## src/rtl/sha256_compress.sv

```systemverilog
// sha256_compress
//   SHA-256 compression stage. Accepts the 64 schedule words of one 512-bit
//   block, one per handshake. It runs the 64 rounds against an internal K
//   ROM. It then folds the working variables a..h into the chaining value
//   H0..H7, and that chaining value is presented as the digest.
//
// Ports
//   clk              rising-edge clock
//   rst_n            asynchronous active-low reset
//   start_in         begin a block (sampled only in IDLE)
//   first_block_in   with start_in: 1 = seed from the IV, 0 = chain from H
//   w_valid_in       w_in carries a valid schedule word
//   w_in             schedule word W[t], t = 0..63 in order
//   w_ready_out      high in ROUND; word accepted on w_valid_in && w_ready_out
//   busy_out         high whenever the block is not idle
//   digest_out       {H0..H7}, H0 in [255:224]
//   digest_valid_out one-cycle pulse when the digest has just been updated
//   o_FSM_state      current state (IDLE=0, ROUND=1, FINAL=2, DONE=3)
//   o_round          index t of the next word to be accepted
//
// Only DATA_WIDTH = 32 is meaningful; the round functions are 32-bit.
module sha256_compress #(
  parameter int DATA_WIDTH = 32
) (
  input  logic                  clk,
  input  logic                  rst_n,
  input  logic                  start_in,
  input  logic                  first_block_in,
  input  logic                  w_valid_in,
  input  logic [DATA_WIDTH-1:0] w_in,
  output logic                  w_ready_out,
  output logic                  busy_out,
  output logic [255:0]          digest_out,
  output logic                  digest_valid_out,
  output logic [1:0]            o_FSM_state,
  output logic [5:0]            o_round
);

  typedef enum logic [1:0] {
    S_IDLE  = 2'b00,
    S_ROUND = 2'b01,
    S_FINAL = 2'b10,
    S_DONE  = 2'b11
  } state_t;

  localparam logic [5:0] LAST_ROUND = 6'd63;

  localparam logic [31:0] IV [8] = '{
    32'h6a09e667, 32'hbb67ae85, 32'h3c6ef372, 32'ha54ff53a,
    32'h510e527f, 32'h9b05688c, 32'h1f83d9ab, 32'h5be0cd19
  };

  localparam logic [31:0] K_ROM [64] = '{
    32'h428a2f98, 32'h71374491, 32'hb5c0fbcf, 32'he9b5dba5,
    32'h3956c25b, 32'h59f111f1, 32'h923f82a4, 32'hab1c5ed5,
    32'hd807aa98, 32'h12835b01, 32'h243185be, 32'h550c7dc3,
    32'h72be5d74, 32'h80deb1fe, 32'h9bdc06a7, 32'hc19bf174,
    32'he49b69c1, 32'hefbe4786, 32'h0fc19dc6, 32'h240ca1cc,
    32'h2de92c6f, 32'h4a7484aa, 32'h5cb0a9dc, 32'h76f988da,
    32'h983e5152, 32'ha831c66d, 32'hb00327c8, 32'hbf597fc7,
    32'hc6e00bf3, 32'hd5a79147, 32'h06ca6351, 32'h14292967,
    32'h27b70a85, 32'h2e1b2138, 32'h4d2c6dfc, 32'h53380d13,
    32'h650a7354, 32'h766a0abb, 32'h81c2c92e, 32'h92722c85,
    32'ha2bfe8a1, 32'ha81a664b, 32'hc24b8b70, 32'hc76c51a3,
    32'hd192e819, 32'hd6990624, 32'hf40e3585, 32'h106aa070,
    32'h19a4c116, 32'h1e376c08, 32'h2748774c, 32'h34b0bcb5,
    32'h391c0cb3, 32'h4ed8aa4a, 32'h5b9cca4f, 32'h682e6ff3,
    32'h748f82ee, 32'h78a5636f, 32'h84c87814, 32'h8cc70208,
    32'h90befffa, 32'ha4506ceb, 32'hbef9a3f7, 32'hc67178f2
  };

  // Round functions; rotations are written as fixed concatenations.
  function automatic logic [31:0] big_sigma0(input logic [31:0] x);
    return {x[1:0], x[31:2]} ^ {x[12:0], x[31:13]} ^ {x[21:0], x[31:22]};
  endfunction

  function automatic logic [31:0] big_sigma1(input logic [31:0] x);
    return {x[5:0], x[31:6]} ^ {x[10:0], x[31:11]} ^ {x[24:0], x[31:25]};
  endfunction

  function automatic logic [31:0] choose(input logic [31:0] e, input logic [31:0] f,
                                         input logic [31:0] g);
    return (e & f) ^ (~e & g);
  endfunction

  function automatic logic [31:0] majority(input logic [31:0] a, input logic [31:0] b,
                                           input logic [31:0] c);
    return (a & b) ^ (a & c) ^ (b & c);
  endfunction

  state_t      r_state;
  state_t      w_next_state;
  logic [5:0]  r_t;
  logic [31:0] r_a, r_b, r_c, r_d, r_e, r_f, r_g, r_h;
  logic [31:0] r_hash [8];
  logic        w_accept;
  logic [31:0] w_t1;
  logic [31:0] w_t2;

  assign w_accept = w_valid_in && (r_state == S_ROUND);
  assign w_t1     = r_h + big_sigma1(r_e) + choose(r_e, r_f, r_g) + K_ROM[r_t] + w_in;
  assign w_t2     = big_sigma0(r_a) + majority(r_a, r_b, r_c);

  // State register
  always_ff @(posedge clk or negedge rst_n) begin
    if (!rst_n) r_state <= S_IDLE;
    else        r_state <= w_next_state;
  end

  // Next-state logic
  always_comb begin
    w_next_state = r_state;
    case (r_state)
      S_IDLE:  if (start_in) w_next_state = S_ROUND;
      S_ROUND: if (w_accept && (r_t == LAST_ROUND)) w_next_state = S_FINAL;
      S_FINAL: w_next_state = S_DONE;
      S_DONE:  w_next_state = S_IDLE;
      default: w_next_state = S_IDLE;
    endcase
  end

  // Output logic
  always_comb begin
    w_ready_out      = (r_state == S_ROUND);
    busy_out         = (r_state != S_IDLE);
    digest_valid_out = (r_state == S_DONE);
  end

  assign o_FSM_state = r_state;
  assign o_round     = r_t;
  assign digest_out  = {r_hash[0], r_hash[1], r_hash[2], r_hash[3],
                        r_hash[4], r_hash[5], r_hash[6], r_hash[7]};

  // Working variables, round counter and chaining value
  always_ff @(posedge clk or negedge rst_n) begin
    if (!rst_n) begin
      r_t <= '0;
      r_a <= '0; r_b <= '0; r_c <= '0; r_d <= '0;
      r_e <= '0; r_f <= '0; r_g <= '0; r_h <= '0;
      for (int i = 0; i < 8; i++) r_hash[i] <= IV[i];
    end else begin
      case (r_state)
        S_IDLE: begin
          if (start_in) begin
            r_t <= '0;
            if (first_block_in) begin
              for (int i = 0; i < 8; i++) r_hash[i] <= IV[i];
              r_a <= IV[0]; r_b <= IV[1]; r_c <= IV[2]; r_d <= IV[3];
              r_e <= IV[4]; r_f <= IV[5]; r_g <= IV[6]; r_h <= IV[7];
            end else begin
              r_a <= r_hash[0]; r_b <= r_hash[1]; r_c <= r_hash[2]; r_d <= r_hash[3];
              r_e <= r_hash[4]; r_f <= r_hash[5]; r_g <= r_hash[6]; r_h <= r_hash[7];
            end
          end
        end
        S_ROUND: begin
          // Stalls simply hold everything; the counter wraps 63 -> 0 by width.
          if (w_valid_in) begin
            r_h <= r_g;
            r_g <= r_f;
            r_f <= r_e;
            r_e <= r_d + w_t1;
            r_d <= r_c;
            r_c <= r_b;
            r_b <= r_a;
            r_a <= w_t1 + w_t2;
            r_t <= r_t + 6'd1;
          end
        end
        S_FINAL: begin
          r_hash[0] <= r_hash[0] + r_a;
          r_hash[1] <= r_hash[1] + r_b;
          r_hash[2] <= r_hash[2] + r_c;
          r_hash[3] <= r_hash[3] + r_d;
          r_hash[4] <= r_hash[4] + r_e;
          r_hash[5] <= r_hash[5] + r_f;
          r_hash[6] <= r_hash[6] + r_g;
          r_hash[7] <= r_hash[7] + r_h;
        end
        default: ;
      endcase
    end
  end

endmodule

```

## config.mk

```make
export PLATFORM = sky130hd
export DESIGN_NAME = sha256_compress
export DESIGN_NICKNAME = d
export VERILOG_FILES = /design/src/rtl/sha256_compress.sv
export SDC_FILE = /design/constraint.sdc
export NUM_CORES = 2
export LEC_CHECK = 0
export ABC_CLOCK_PERIOD_IN_PS = 18500
export BUFFER_PORTS_ARGS = -buffer_cell sky130_fd_sc_hd__buf_2
export CAP_MARGIN = 0
export CORE_ASPECT_RATIO = 0.5
export CORE_MARGIN = 2
export CORE_UTILIZATION = 60
export CTS_BUF_LIST = sky130_fd_sc_hd__clkbuf_4 sky130_fd_sc_hd__clkbuf_8 sky130_fd_sc_hd__clkbuf_16
export DETAILED_ROUTE_END_ITERATION = 6
export GPL_TIMING_DRIVEN = 0
export MAX_ROUTING_LAYER = met4
export PLACE_DENSITY = 0.84
export SETUP_SLACK_MARGIN = 0.2
export SLEW_MARGIN = 20
export SYNTH_ARGS = -nofsm -noshare
export SYNTH_HDL_FRONTEND = slang
export SYNTH_SLANG_ARGS = --single-unit
```

## constraint.sdc

```tcl
create_clock -name clk -period 18.5 [get_ports clk]
set_input_delay 3.7 -clock clk [delete_from_list [all_inputs] [get_ports clk]]
set_output_delay 3.7 -clock clk [all_outputs]
set_load 0.01 [all_outputs]
```

==> out/qor.yml <==
wl_um: 210600
row_count: 70
cts_max_path_buffers: 3
slew_headroom_pct: 6.096
cp.required_ns: 19.11
core_region_area_sq_um: 73660
gp_congestion: 1.165
synth-main-ff-cell: "dfrtp_1"
postCtsSetupBuffers: 0
rsz0062_at_grt: "false"
synth_nets: 5882
synth_commonest_cells: "a21oi_1 (568), nor2_1 (551), inv_1 (389)"
grt_max_degree: 106
yosys-top-cells-area: "dfrtp_1 (21%), ha_1 (10%), dfstp_2 (7.9%), a21oi_1 (6.3%), fa_1 (5.9%)"
syn_avg_cell_area_sq_um: 8.427
grt_pass1_vias: 45440
maxSlewViolCount: 0
yosys.area.top_type: "dfrtp_1"
die_x_um: 391.3
critPathArrivalTime_ns: 12.05
final_cells: 6784
tns_ns: 0
finalSetupViolations: 0
r2r_slack_ns: 7.20
grt.total_usage_pct: 55.08
fp.dieArea_sq_um: 77340
synth_edf_count: 0
drtIter0Drc: 8405
dp.cells: 6657
period_minus_slack_ns: 11.44
wl_met2_um: 81440
cpPeakStageDelay_ns: 0.84
synth_area_sq_um: 45000
yosysSeqAreaShare_pct: 29.30
vias: 48360
grt-ovfl-total: 0
max_slew.worst_pin.slew_ns: 1.399
grt_pass1_wl_um: 301200
outcome: "finished with violations"
clk_latency_ns: 0.69
critPathSlowestCell: "xor2_1"
htreeDepth: 2
die_height_um: 197.6
drc: 52
cts_root_buf: "clkbuf_16"
start_util_pct: 61.09
io_pins: 304
port-buffer-count: 303
fin_crit_sh_pct: 61.82
cts_hold_buf: 0
critPathCaptureType: "flop"
detail-route-antenna-nets: 0
fmaxAchievable_mhz: 87.43
finClkSkew_ns: 0.07420
ys_ff_latch: 520
cp_common_cell: "inv_1"
critPathLaunchType: "input pin"
finalHoldViolCount: 0
async_reset_ff_share_pct: 100.0
synth_cell_type_count: 105
path_max_fanout: 5
wl_met1_um: 74610
holdWs_ns: 0.5313
fin_nets: 6244
dp_hpwl_um: 162500
setup.worst_path.class: "input pin to flop"
violations: "design-rule violations"
nFillCells: 5934
clk_pin_slew_worst_paths_ns: 0.08
route.met3.wl_um: 37540
firstDrtPassIters: 7
synth-warning-count: 0
crit_buf_inv: 7
area_growth_pct: 10.89
cts_resized: 0
multiInputGateArea_sq_um: 29170
cts_tree: "yes"
hp-class: "flop to flop"
cap_violations: 0
cts-buffers-inserted: 51
synth_top_area_share_pct: 21.35
avgViaCountPerCell: 7.129
utilization_pct: 67.75
register_area_sq_um: 13180
synthCells: 5340
top_layer_used: "met4"
critPathTopFamily: "compound AO/OA/AOI/OAI gates"
wl_per_cell_um: 31.05
drive_gt1_share_pct: 11.58
antenna_found_initial: 16
cts_sinks: 520
yosysMostFrequentCell: "a21oi_1"
## per-layer routing
metal | vias to the layer above | track usage, %
met4 | 0 | 32.69
met2 | 4532 | 73.48
met3 | 1269 | 26.43
met1 | 22890 | 66.93
li1 | 19670 | -
met5 | - | -
## worst paths after layout
path	start	to	depth (start not counted)
max	w_in[2]	r_a[31]$_DFFE_PN0P_	33
min	digest_out[99]$_DFFE_PN1P_	digest_out[99]$_DFFE_PN1P_	2
max reg2reg	o_round[1]$_DFFE_PN0P_	r_a[30]$_DFFE_PN0P_	38
min reg2reg	digest_out[99]$_DFFE_PN1P_	digest_out[99]$_DFFE_PN1P_	2
max in group asynchronous	rst_n	digest_out[67]$_DFFE_PN1P_	4
min in group asynchronous	rst_n	digest_out[149]$_DFFE_PN0P_	1
## per-stage QoR
step | worst slack, ns | instance area, sq um
3_5_place_dp | 6.705 | 47960
5_1_grt | 6.817 | 49880
4_1_cts | 7.345 | 49810
2_1_floorplan | 8.023 | 45000
6_report | 7.062 | 49900
3_3_place_gp | 3.338 | 47780
## registers in the layout, indices dropped and copies added, names as in the netlist
register and count:
o_FSM_state 2, o_round 6, r_h 32, r_e 32, r_b 32, digest_out 256
r_c 32, r_d 32, r_f 32, r_a 32, r_g 32
## worst register-to-register path: cells and delay by family, from the launching register on
| kind | cells | cell delay, ns |
|---|---|---|
| adders and majority gates | 6 | 2.54 |
| xor gates and xnor gates | 2 | 0.69 |
| DFF | 1 | 0.53 |
| and+or+nand+nor | 9 | 2.34 |
| AOI/OAI and AO/OA | 14 | 3.52 |
| buffers and inverters | 7 | 1.58 |
## layout by cell type (no fill, tap or decap), types with 136 or more instances in the layout
cell and count:
ha_1 372, clkbuf_1 247, dfrtp_1 384, a21oi_1 568
buf_2 305, nor2_1 551, dfstp_2 136, a21o_1 196
nand2_1 341, xnor2_1 240, o21ai_0 371, xor2_1 188
inv_1 389
## logic make-up after synthesis
logic type | share of synthesized area, %
flip-flops | 29.30
XOR/XNOR | 8.431
adder cells (fa/ha/maj) | 16.31
buffers and inverters | 5.870
AO/OA/AOI/OAI | 25.57
multiplexers | 1.588
AND/OR/NAND/NOR | 12.94
## cell type report
type / instances / share of cell area [%]
plain buffers: 295 / 2.380
clock inverters: 20 / 0.6193
repair buffers: 309 / 3.375
diodes: 31 / 0.1555
multi-input cells: 4131 / 58.46
flip-flops and latches: 520 / 26.42
well taps: 1008 / 2.527
inverters: 394 / 2.964
clock buffers: 76 / 3.097
Power is not shown: default switching activity piles up to over one toggle a cycle in this logic, so the estimate is an artifact.
